==> config.mk <==
export PLATFORM = sky130hd
export DESIGN_NAME = mtx_seq_ctrl
export DESIGN_NICKNAME = d
export VERILOG_FILES = /design/src/rtl/mtx_seq_ctrl.sv
export SDC_FILE = /design/constraint.sdc
export NUM_CORES = 1
export LEC_CHECK = 0
export ABC_AREA = 0
export BUFFER_PORTS_ARGS = -buffer_cell sky130_fd_sc_hd__buf_2
export CORE_MARGIN = 2
export CORE_UTILIZATION = 43
export CTS_CLUSTER_SIZE = 14
export DETAILED_ROUTE_END_ITERATION = 8
export HOLD_SLACK_MARGIN = 0.1
export PLACE_DENSITY = 0.84
export SLEW_MARGIN = 5
export SYNTH_ARGS = -nofsm -noshare
export SYNTH_HDL_FRONTEND = slang
export SYNTH_SLANG_ARGS = --single-unit
==> constraint.sdc <==
create_clock -name clk -period 2 [get_ports clk]
set_clock_uncertainty 0.05 [all_clocks]
set_input_delay 0.4 -clock clk [delete_from_list [all_inputs] [get_ports clk]]
set_output_delay 0.4 -clock clk [all_outputs]
set_load 0.02 [all_outputs]
==> src/rtl/mtx_seq_ctrl.sv <==
// Multi-channel TX sequencer: three-phase sync preamble, payload RUN interval, one-shot/continuous.
// Optional external GPIO trigger gating ARM -> S0 when MTX_SEQ_EXT_TRIG_EN is defined.
module mtx_seq_ctrl #(
  parameter int unsigned DATA_WIDTH     = 16,
  parameter int unsigned NCHAN          = 2,
  parameter int unsigned CNT_WIDTH      = 24,
  parameter int unsigned SYNC_LEN       = 8256,
  parameter int unsigned PAYLOAD_LEN    = 0,
  parameter int unsigned GPIO_REG_WIDTH = 12,
  parameter logic [GPIO_REG_WIDTH-1:0] SYNC_OUT_MASK = 12'h001,
  parameter logic [GPIO_REG_WIDTH-1:0] TX_OUT_MASK   = 12'h010,
  parameter logic [GPIO_REG_WIDTH-1:0] TRIG_IN_MASK  = 12'h040
) (
  input  logic                        clk,
  input  logic                        reset,
  input  logic                        enable,
  input  logic                        mode,
  input  logic [NCHAN-1:0]            chan_en,
  input  logic                        gen_ready,
  input  logic [NCHAN*DATA_WIDTH-1:0] gen_i,
  input  logic [NCHAN*DATA_WIDTH-1:0] gen_q,
  output logic                        gen_srst,
  output logic [NCHAN*DATA_WIDTH-1:0] itx,
  output logic [NCHAN*DATA_WIDTH-1:0] qtx,
  output logic                        tx_valid,
  input  logic [GPIO_REG_WIDTH-1:0]   gpio_in,
  output logic [GPIO_REG_WIDTH-1:0]   gpio_out,
  output logic                        busy,
  output logic [2:0]                  state,
  output logic [15:0]                 frame_cnt
);

  typedef enum logic [2:0] {
    StIdle = 3'd0,
    StArm  = 3'd1,
    StS0   = 3'd2,
    StS1   = 3'd3,
    StS2   = 3'd4,
    StRun  = 3'd5
  } state_e;

  localparam logic [CNT_WIDTH-1:0] SyncLast = CNT_WIDTH'(SYNC_LEN);
  localparam logic [CNT_WIDTH-1:0] PayLast  = CNT_WIDTH'(PAYLOAD_LEN);

  state_e                      state_q, state_d;
  logic [CNT_WIDTH-1:0]        cnt_q, cnt_d;
  logic [15:0]                 frame_q, frame_d;
  logic                        srst_q, srst_d;
  logic                        valid_q, valid_d;
  logic                        busy_q, busy_d;
  logic [GPIO_REG_WIDTH-1:0]   gpio_q, gpio_d;
  logic [NCHAN*DATA_WIDTH-1:0] itx_q, itx_d, qtx_q, qtx_d;
  logic                        pass;
  logic                        trig_ok;

`ifdef MTX_SEQ_EXT_TRIG_EN
  logic       trig_raw;
  logic [2:0] trig_sync_q;
  logic       trig_edge;
  logic       trig_seen_q, trig_seen_d;

  assign trig_raw  = |(gpio_in & TRIG_IN_MASK);
  // Stages 0/1 synchronise; stage 2 is the previous synchronised value for edge detection.
  assign trig_edge = trig_sync_q[1] & ~trig_sync_q[2];
  assign trig_ok   = trig_edge | trig_seen_q;

  always_comb begin
    trig_seen_d = 1'b0;
    if (state_q == StArm && state_d == StArm) begin
      trig_seen_d = trig_seen_q | trig_edge;
    end
  end

  always_ff @(posedge clk) begin
    if (reset) begin
      trig_sync_q <= '0;
      trig_seen_q <= 1'b0;
    end else begin
      trig_sync_q <= {trig_sync_q[1:0], trig_raw};
      trig_seen_q <= trig_seen_d;
    end
  end
`else
  logic unused_gpio;
  assign unused_gpio = ^(gpio_in & TRIG_IN_MASK);
  assign trig_ok     = 1'b1;
`endif

  always_comb begin
    state_d = state_q;
    if (!enable) begin
      state_d = StIdle;
    end else begin
      case (state_q)
        StIdle: state_d = StArm;
        StArm:  if (gen_ready && trig_ok) state_d = StS0;
        StS0:   if (cnt_q == SyncLast) state_d = StS1;
        StS1:   if (cnt_q == SyncLast) state_d = StS2;
        StS2:   if (cnt_q == SyncLast) state_d = StRun;
        StRun: begin
          if (PAYLOAD_LEN != 0 && cnt_q == PayLast) state_d = mode ? StArm : StIdle;
        end
        default: state_d = StIdle;
      endcase
    end
  end

  always_comb begin
    cnt_d   = cnt_q;
    frame_d = frame_q;
    // Counter only runs where it gates a transition, so it can never wrap.
    if (state_q inside {StS0, StS1, StS2} || (state_q == StRun && PAYLOAD_LEN != 0)) begin
      cnt_d = cnt_q + 1'b1;
    end
    if (state_d != state_q) begin
      cnt_d = {{(CNT_WIDTH-1){1'b0}}, 1'b1};
    end
    if (state_q == StRun && state_d != StRun) begin
      frame_d = frame_q + 16'd1;
    end
  end

  // Outputs are decoded from the next state so they change with the state register.
  always_comb begin
    srst_d  = 1'b1;
    valid_d = 1'b0;
    gpio_d  = '0;
    pass    = 1'b0;
    busy_d  = (state_d != StIdle);
    case (state_d)
      StS0: begin
        valid_d = 1'b1;
        pass    = 1'b1;
        gpio_d  = TX_OUT_MASK;
      end
      StS1: begin
        valid_d = 1'b1;
        pass    = 1'b1;
        gpio_d  = SYNC_OUT_MASK | TX_OUT_MASK;
      end
      StS2: gpio_d = SYNC_OUT_MASK;
      StRun: begin
        srst_d  = 1'b0;
        valid_d = 1'b1;
        pass    = 1'b1;
        gpio_d  = TX_OUT_MASK;
      end
      default: ;
    endcase
  end

  always_comb begin
    itx_d = '0;
    qtx_d = '0;
    for (int k = 0; k < NCHAN; k++) begin
      if (pass && chan_en[k]) begin
        itx_d[k*DATA_WIDTH +: DATA_WIDTH] = gen_i[k*DATA_WIDTH +: DATA_WIDTH];
        qtx_d[k*DATA_WIDTH +: DATA_WIDTH] = gen_q[k*DATA_WIDTH +: DATA_WIDTH];
      end
    end
  end

  always_ff @(posedge clk) begin
    if (reset) begin
      state_q <= StIdle;
      cnt_q   <= '0;
      frame_q <= '0;
      srst_q  <= 1'b1;
      valid_q <= 1'b0;
      busy_q  <= 1'b0;
      gpio_q  <= '0;
      itx_q   <= '0;
      qtx_q   <= '0;
    end else begin
      state_q <= state_d;
      cnt_q   <= cnt_d;
      frame_q <= frame_d;
      srst_q  <= srst_d;
      valid_q <= valid_d;
      busy_q  <= busy_d;
      gpio_q  <= gpio_d;
      itx_q   <= itx_d;
      qtx_q   <= qtx_d;
    end
  end

  assign state     = state_q;
  assign gen_srst  = srst_q;
  assign tx_valid  = valid_q;
  assign busy      = busy_q;
  assign gpio_out  = gpio_q;
  assign itx       = itx_q;
  assign qtx       = qtx_q;
  assign frame_cnt = frame_q;

endmodule
==> results of run 1 <==
Yosys cell counts (2+ instances only):
library cell	number
ha_1	3
nor4_1	4
nor3_1	2
o21ai_0	4
nor2b_1	2
a31oi_1	2
buf_2	12
nand3_1	11
and4_1	6
and3_1	8
a211oi_1	2
xnor2_1	8
nand2b_1	3
buf_1	2
nor2_1	107
and2_1	3
clkbuf_1	22
inv_1	5
nor4b_1	2
dfxtp_1	111
xor2_1	28
mux2i_1	2
nand2_1	17
nor3b_1	2
or3_1	3
a21oi_1	8
buf_4	13
nand4_1	78
state kept, by name, indices dropped and copies added, names as in the netlist:
| register | count |
|---|---|
| gen_srst | 1 |
| qtx | 32 |
| cnt_q | 24 |
| gpio_out | 2 |
| state | 3 |
| itx | 32 |
| frame_cnt | 16 |
| busy | 1 |
power groups by stage:
| stage | Clock, mW | Sequential, mW | Combinational, mW |
|---|---|---|---|
| 6_report | 1.28 | 2.23 | 0.248 |
| 2_1_floorplan | 0 | 2.30 | 0.107 |
| 4_1_cts | 1.31 | 2.23 | 0.224 |
| 3_3_place_gp | 0 | 2.28 | 0.214 |
| 3_5_place_dp | 0 | 2.28 | 0.222 |
| 5_1_grt | 1.40 | 2.23 | 0.269 |
layout make-up:
class,count,area [um^2],area share (%)
multi-input combinational,328,1930,34.8
sequential,111,2220,40.0
clock buffer,10,128,2.30
clock inverter,6,57.6,1.04
tap,133,166,3.00
inverter,5,18.8,0.338
timing repair buffer,180,1030,18.5
worst min-delay path: stages:
cell and delay (ns):
buf_2 0.10, nand4_1 0.07, nor2_1 0.04
cell usage in the layout, fill, tap and decap left out, types with 3 or more instances in the layout:
master	count
nor2_1	107
buf_12	3
o21ai_0	4
or3_1	3
dfxtp_1	110
a21oi_1	6
nand4_1	78
inv_6	3
nor4_1	4
clkbuf_8	9
xor2_1	28
buf_4	16
ha_1	3
conb_1	10
xnor2_1	8
and3_1	8
buf_2	157
nand3_1	11
and4_1	5
nand2b_1	3
and2_1	3
inv_1	4
nand2_1	17
logic make-up after synthesis:
group,after synthesis
compound gates,23
xor+xnor,36
fa+ha+maj,3
buf+inv,54
flops,111
mux,2
other cells,1
simple gates,254
how the worst max path moves through the flow:
| stage | start | to | slack [ns] | cells after the start |
|---|---|---|---|---|
| global placement | cnt_q[0]$_SDFFE_PP0P_ | cnt_q[15]$_SDFFE_PP0P_ | 0.07 | 8 |
| CTS | cnt_q[0]$_SDFFE_PP0P_ | itx[28]$_SDFF_PP0_ | 0.04 | 8 |
| detailed placement | cnt_q[0]$_SDFFE_PP0P_ | cnt_q[15]$_SDFFE_PP0P_ | 0.005 | 8 |
| global route | cnt_q[5]$_SDFFE_PP0P_ | cnt_q[6]$_SDFFE_PP0P_ | -0.08 | 7 |
| floorplan | state[2]$_SDFF_PP0_ | cnt_q[23]$_SDFFE_PP0P_ | 0.14 | 5 |
| finish | cnt_q[5]$_SDFFE_PP0P_ | cnt_q[14]$_SDFFE_PP0P_ | 0.008 | 7 |
what timing repair did:
item                                    4_1_cts  5_1_grt
gates cloned                                  0        2
buffers inserted                              0        2
endpoints found under the setup margin       14       89
resized for setup                             2       12
pin swaps                                     0        2
stage by stage:
| stage | std cells | worst slack, ns | area, um^2 |
|---|---|---|---|
| after floorplan | 493 | 0.136 | 4370 |
| after detailed placement | 753 | 0.00504 | 5260 |
| after global placement | 753 | 0.0711 | 5260 |
| after CTS | 769 | 0.0449 | 5460 |
| final | 773 | 0.00836 | 5550 |
| after global routing | 773 | -0.0788 | 5550 |
per-layer routing:
metal / vias to the layer above / track usage [%] / part of all wire [%]
met5: - / 0 / 0
met4: 0 / 6.66 / 2.1
met3: 19 / 4.89 / 5.8
met2: 148 / 35.6 / 54
met1: 1902 / 21.8 / 39
li1: 1959 / - / -
==> impl_results.md, run 1 <==
- Flop and latch count out of synthesis: 111
- PwrDens: between 600 and 700 nW/um^2
- Post-synth EDFFs: 0
- Top Ports: 181
- Sequential share of power: 59.3%
- Die ar.: about 11000 um^2
- IR drop worst, VDD: between 0.0006 and 0.0007 V
- Total grt overflow: 0
- Vias per cell: 5.21
- Rel. slew slack: 62.9%
- Clock Tree Root: clkbuf_8
- Vias in the first global route: 3747
- Sw power: 0.939 mW
- Max Cap Viol: 0
- Ys async rst share: 0%
- Most common flop cell mapped by yosys: dfxtp_1
- # hold bufs at CTS: 0
- CORE AREA: 9770 um^2
- Fin. max-slew vios: 0
- Hpwl dp: 7760 um
- Net Sw Frac: 25.0%
- Hold path depth: 3
- Most area-hungry cell type in the Yosys netlist: dfxtp_1
- Cells after Synth: 484
- Fmax: 0.502 GHz
- CTS Buf Count: 9
- Hold Startpoint: gen_q[21]
- Distinct cells, synth: 42
- Initial Utilization: 44.3%
- Cell Area, Synth: between 4000 and 5000 um^2
- Req. time, crit path: 2.21 ns
- DRC viols: 0
- Top cell type's share of synthesized area: 51.3%
- Largest family of logic cells by synthesized area: simple AND/OR/NAND/NOR gates
- Final TNS setup: 0 ns
- Avg Cell Area, Syn: 8.95 um^2
- Ant diodes: 0
- Die Span X: 104 um
- CTS sink count: 111
- Clk pwr share: roughly 34%
- Leakage: 2.59 nW
- Worst-Skew Late Latency: 0.36 ns
- Synthesized-area fraction occupied by adder cells: 0.867%
- Buffers plus inverters on the worst setup path: 2
- Worst-Margin Slew: 0.556 ns
- GPL Wtd Cong: roughly 0.85
- Hold Path Class: primary input to flop
- Iteration-0 DRC Markers: between 200 and 300
- Yosys warnings: 0
- Min cycle time layout: between 1.5 and 2 ns
- First-pass GRT wire length: 17400 um
- Hold Crit Endpoint: qtx[21]$_SDFF_PP0_
- Nets: 721
- Largest net degree at the start of global routing: 67
- Routed len/inst: approximately 14 um
- Compound-Gate Fraction of Synth Area: 3.64%
- Synth Area in XOR/XNOR: 7.28%
- Worst r2r src: cnt_q[5]$_SDFFE_PP0P_
- Gr usage total: 19.5%
- Final hold violations: 0
- Core Util, Final: a little under three fifths
- R2r endpoint: cnt_q[14]$_SDFFE_PP0P_
- Cell family with most CP delay: simple AND/OR/NAND/NOR gates
- Final worst path period share: 99.6%
- Share of layout cells above drive strength 1: 33.1%
- CP max-delay cell: and4b_2
- Worst R2R Path Depth: 7
- Die height: 104 um
- FILL cells: 873
- Crit-path max cell delay: 0.39 ns
- Mux contribution to synthesized area: 0.462%
- CTS tree: done
- Area Overhead vs Synth: 28.2%
- Detailed Route WL: 11000 um
- Port buffer count: 157
- Final total power: ~3.8 mW
- Top cells by area, synth: dfxtp_1, nand4_1, nor2_1
- Worst hold margin: 0.214 ns
- Worst-path cell chain: nor4_1, and4b_2, a211oi_4, o31ai_2, buf_4, clkbuf_16, nor2_1
- Num rows: 36
- DR vias: 4028
- Internal power: 2.82 mW
- Worst reg2reg setup slack: roughly 0.0084 ns
- Max FO, Critical Path: 6
- Length of the first detailed-routing pass in iterations: 4
- Status: complete, no violations
- Routed Antenna Nets: 0
- Synth Area in Simple Gates: between 30% and 40%
- Max Buffers Root-to-Sink: 2
- Worst Setup End Kind: flop
- Reg clk slew, reported paths: around 0.11 ns
- Final number of setup-violating endpoints: 0
- Gate power share: 6.6%
- Register area share after synthesis: 51.3%
- Antenna violations before repair: 0
- H-tree Lvls: 3
- Crit Path Class: flop to flop
- Startpoint Class: flop
- Crit path DAT: approximately 2.2 ns
Note: power is estimated with default switching activity, not from simulation.
==> run 2, diff against run 1 <==
--- a/config.mk
+++ b/config.mk
@@ -13,6 +13,7 @@
 export DETAILED_ROUTE_END_ITERATION = 8
 export HOLD_SLACK_MARGIN = 0.1
 export PLACE_DENSITY = 0.84
+export RECOVER_POWER = 25
 export SLEW_MARGIN = 5
 export SYNTH_ARGS = -nofsm -noshare
 export SYNTH_HDL_FRONTEND = slang
==> run 2 against run 1 <==
Combinational power barely moved. First-iteration DRC count rose by 8.6%. Design area fell by 1.1%. Critical path type unchanged. Highest routed layer unchanged.
==> impl_results.md, run 2 (synthesis results as in run 1) <==
- Status: complete, no violations
- Max FO, Critical Path: 6
- Total grt overflow: 0
- Largest net degree at the start of global routing: 67
- Net Sw Frac: 25.1%
- Min cycle time layout: 2.00 ns
- H-tree Lvls: 3
- Area Overhead vs Synth: 26.8%
- Clock Tree Root: clkbuf_8
- Routed len/inst: 14.3 um
- CTS sink count: around 110
- Worst-Margin Slew: 0.562 ns
- DRC viols: 0
- Max Buffers Root-to-Sink: 2
- Req. time, crit path: 2.21 ns
- Internal power: 2.82 mW
- Final hold violations: 0
- Sequential share of power: 59.3%
- Initial Utilization: between 40% and 50%
- Routed Antenna Nets: 0
- First-pass GRT wire length: 17400 um
- CTS tree: done
- Vias in the first global route: 3747
- PwrDens: 685 nW/um^2
- Worst Setup End Kind: flop
- Core Util, Final: 56.2%
- CTS Buf Count: 9
- Nets: 721
- # hold bufs at CTS: 0
- Critical path origin: cnt_q[13]$_SDFFE_PP0P_
- GRT met2 Usage: a little over a third
- Hold Path Class: primary input to flop
- Gate power share: 6.5%
- Crit path DAT: approximately 2.2 ns
- Iteration-0 DRC Markers: 291
- Num rows: 36
- Busiest grt layer: met2
- Reg clk slew, reported paths: 0.11 ns
- CORE AREA: 9770 um^2
- Die ar.: roughly 11000 um^2
- Port buffer count: 157
- Met3 Resource Use GR: 4.89%
- Crit Path Class: flop to flop
- Fin. max-slew vios: 0
- GPL Wtd Cong: 0.852
- Hold Startpoint: gen_q[21]
- Worst-Skew Late Latency: ~0.36 ns
- Length of the first detailed-routing pass in iterations: 5
- Startpoint Class: flop
- Detailed Route WL: 11100 um
- IR drop worst, VDD: 0.000603 V
- Gr usage total: 19.5%
- Fmax: 0.500 GHz
- DR vias: 4025
- Share of layout cells above drive strength 1: 25.6%
- Sw power: approximately 0.94 mW
- Die Span X: 104 um
- Die height: 104 um
- Ant diodes: 0
- Worst hold margin: 0.214 ns
- Antenna violations before repair: 0
- Hpwl dp: 7760 um
- Rel. slew slack: roughly 63%
- Vias per cell: 5.21
- Final TNS setup: 0 ns
- Clk pwr share: 34.2%
- Commonest non-fill, non-tap cell in the layout: dfxtp_1
- Most frequent cells in the layout: dfxtp_1, buf_2, nor2_1
- GRT met1 Usage: 21.8%
- Final worst path period share: between 90% and 100%
- Worst r2r src: cnt_q[13]$_SDFFE_PP0P_
- Final number of setup-violating endpoints: 0
- Leakage: 2.38 nW
- Top Ports: 181
- Worst reg2reg setup slack: 0.0006 ns
- Max Cap Viol: 0
[run 2: final timing paths]
path / to / cells after the start
worst max-delay path: cnt_q[13]$_SDFFE_PP0P_ / 7
worst min-delay path: qtx[21]$_SDFF_PP0_ / 3
worst max register to register: cnt_q[13]$_SDFFE_PP0P_ / 7
worst min register to register: cnt_q[23]$_SDFFE_PP0P_ / 2
[run 2: cell type report]
cell class                 instances  area [um^2]
sequential                       111         2220
clock buffer                      10          128
tap                              133          166
fill                             899         4280
multi-input combinational        328         1930
clock inverter                     6         57.6
timing repair buffer             180          968
inverter                           5         18.8
[run 2: worst max-delay path: stages, from the launching register on]
cell	delay [ns]
dfxtp_1	0.41
nor3b_1	0.34
and4_4	0.34
a211oi_4	0.08
o31ai_2	0.29
buf_4	0.21
clkbuf_16	0.14
nor2_1	0.04
[run 2: power by group through the flow]
stage | clock, mW | sequential [mW] | combinational (mW)
5_1_grt | 1.40 | 2.23 | 0.267
4_1_cts | 1.31 | 2.23 | 0.224
2_1_floorplan | 0 | 2.30 | 0.107
6_report | 1.29 | 2.23 | 0.246
3_3_place_gp | 0 | 2.28 | 0.214
3_5_place_dp | 0 | 2.28 | 0.222
[run 2: what timing repair did]
item | in CTS | in global routing
buffers inserted | 0 | 2
pin swaps | 0 | 2
resized for setup | 2 | 12
setup endpoints to repair | 14 | 89
cloned | 0 | 2
[run 2: routing by layer]
layer  vias up  share of wire (%)
met4         0                2.3
met5         -                  0
met1      1898                 39
met3        24                5.7
met2       148                 53
li1       1955                  -
[run 2: through the flow]
| step | setup WS [ns] | cells | total power, mW | area, um^2 |
|---|---|---|---|---|
| finish | 0.000650 | 773 | 3.76 | 5490 |
| global route | -0.0788 | 773 | 3.90 | 5490 |
| CTS | 0.0449 | 769 | 3.76 | 5460 |
| detailed placement | 0.00504 | 753 | 2.50 | 5260 |
| global placement | 0.0711 | 753 | 2.49 | 5260 |
| floorplan | 0.136 | 493 | 2.40 | 4370 |
==> run 3, diff against run 2 <==
==> constraint.sdc (replaced) <==
create_clock -name clk -period 2 [get_ports clk]
set_clock_uncertainty 0.05 [all_clocks]
set_input_delay 0.3 -clock clk [delete_from_list [all_inputs] [get_ports clk]]
set_output_delay 0.3 -clock clk [all_outputs]
set_load 0.02 [all_outputs]
==> run 3 against run 2 <==
Total power decreased by 2.0%. Routed wire length decreased by 2.7%. Clock power decreased by 5%. Sequential cell count unchanged. Cell count decreased by 0.26%. Worst setup slack improved by 0.11 ns. Non-clock buffer count decreased by 2. Critical path type unchanged. Sequential power about the same. First-iteration DRC count unchanged. Sequential share of layout area increased by 0.50 points. Design area decreased by 1.3%.
==> impl_results.md, run 3 (synthesis results as in run 1) <==
- Gr usage total: 19.1%
- Area post-placement: between 5000 and 6000 um^2
- Top Ports: 181
- CTS tree: done
- Hpwl dp: 7640 um
- Final worst path period share: 94.6%
- Routed Antenna Nets: 0
- Share of layout cells above drive strength 1: 24.8%
- CTS sink count: approximately 110
- CP max-delay cell: and4b_1
- Post-CTS setup buffer count: 0
- DR vias: 3971
- Startpoint Class: flop
- Length of the first detailed-routing pass in iterations: 5
- Most frequent cells in the layout: buf_2, dfxtp_1, nor2_1
- Hold Path Class: primary input to flop
- Die height: ~100 um
- Commonest non-fill, non-tap cell in the layout: buf_2
- Reg clk slew, reported paths: between 0.1 and 0.15 ns
- Clock Tree Root: clkbuf_8
- Final hold violations: 0
- Worst-Skew Late Latency: 0.36 ns
- Vias in the first global route: 3718
- Leakage: approximately 2.3 nW
- Max Used Layer: met4
- Iteration-0 DRC Markers: 291
- Worst-Margin Slew: approximately 0.57 ns
- IR drop worst, VDD: 0.000465 V
- Nets: 719
- Status: complete, no violations
- GPL Wtd Cong: approximately 0.86
- Max FO, Critical Path: 12
- Final Instance Area: between 5000 and 6000 um^2
- CTS Buf Count: 9
- Crit Path Class: flop to flop
- Worst-path cell chain: nor4_1, and4b_1, a211oi_1, o31ai_2, buf_4, nor2_1
- Largest net degree at the start of global routing: 67
- PwrDens: 680 nW/um^2
- Die Span X: around 100 um
- Detailed Route WL: approximately 11000 um
- Max Buffers Root-to-Sink: 2
- H-tree Lvls: 3
- Min cycle time layout: around 1.9 ns
- Req. time, crit path: roughly 2.2 ns
- Vias per cell: around 5.2
- DRC viols: 0
- Antenna violations before repair: 0
- Routed len/inst: 14.0 um
- RSZ-0062 raised after global routing: yes
- WL met3: 570 um
- Area Overhead vs Synth: 25.2%
- Crit path DAT: 2.09 ns
- Worst R2R Path Depth: 6
- Rel. slew slack: around 62%
- Fin. max-slew vios: 0
- Initial Utilization: between 40 and 50%
- Max Cap Viol: 0
- Routed met2 length: 5580 um
- Ant diodes: 0
- Fmax: 0.528 GHz
- Total grt overflow: 0
- Final TNS setup: 0 ns
- Num rows: 36
- Crit-path max cell delay: 0.37 ns
- First-pass GRT wire length: approximately 17000 um
- Port buffer count: 157
- WL met1: 4410 um
- Die ar.: 10900 um^2
- Final total power: about 3.7 mW
- Final number of setup-violating endpoints: 0
- CORE AREA: roughly 10000 um^2
- Worst Setup End Kind: flop
- Hold path depth: 3
==> run 3: final timing paths <==
check / startpoint / endpoint / slack, ns
max: cnt_q[5]$_SDFFE_PP0P_ / cnt_q[13]$_SDFFE_PP0P_ / 0.11
min: gen_q[2] / qtx[2]$_SDFF_PP0_ / 0.12
max reg2reg: cnt_q[5]$_SDFFE_PP0P_ / cnt_q[13]$_SDFFE_PP0P_ / 0.11
min reg2reg: cnt_q[23]$_SDFFE_PP0P_ / cnt_q[23]$_SDFFE_PP0P_ / 0.45
==> run 3: cell type report <==
| type | instances | area, um^2 |
|---|---|---|
| multi-input combinational | 328 | 1910 |
| timing repair buffer | 178 | 926 |
| tap | 133 | 166 |
| fill | 902 | 4350 |
| sequential | 111 | 2220 |
| inverter | 5 | 18.8 |
| clock buffer | 10 | 128 |
| clock inverter | 6 | 53.8 |
==> run 3: what timing repair did <==
item / in CTS / in global routing
gates resized for setup: 1 / 4
hold buffers: 1 / 1
endpoints found under the setup margin: 2 / 91
gates cloned: 0 / 0
endpoints found under the hold margin: 1 / 1
==> run 3: layer usage <==
metal / vias up / track usage (%)
met5: - / 0
met4: 0 / 6.27
met3: 19 / 4.95
met2: 132 / 33.4
met1: 1862 / 22.6
li1: 1958 / -
==> run 3: through the flow <==
stage	hold WS, ns	std cells	worst slack, ns	utilization, %
2_1_floorplan	0.378	493	0.136	-
3_3_place_gp	0.432	753	0.101	53.8
3_5_place_dp	0.434	753	0.0338	53.8
4_1_cts	0.106	770	0.00920	55.8
5_1_grt	0.100	771	-0.0155	55.5
6_report	0.121	771	0.107	55.5
==> run 3: where the power goes <==
group | switching, mW | internal, mW | leakage [nW]
logic | 0.134 | 0.0906 | 1.37
clock network | 0.759 | 0.473 | 0.0825
registers | 0.00536 | 2.22 | 0.895
==> run 3: worst max-delay path, delay by kind of cell (launching register included) <==
family,cells,cell delay [ns]
and+or+nand+nor,3,0.71
AOI/OAI and AO/OA,2,0.44
DFF,1,0.35
buffers and inverters,1,0.24
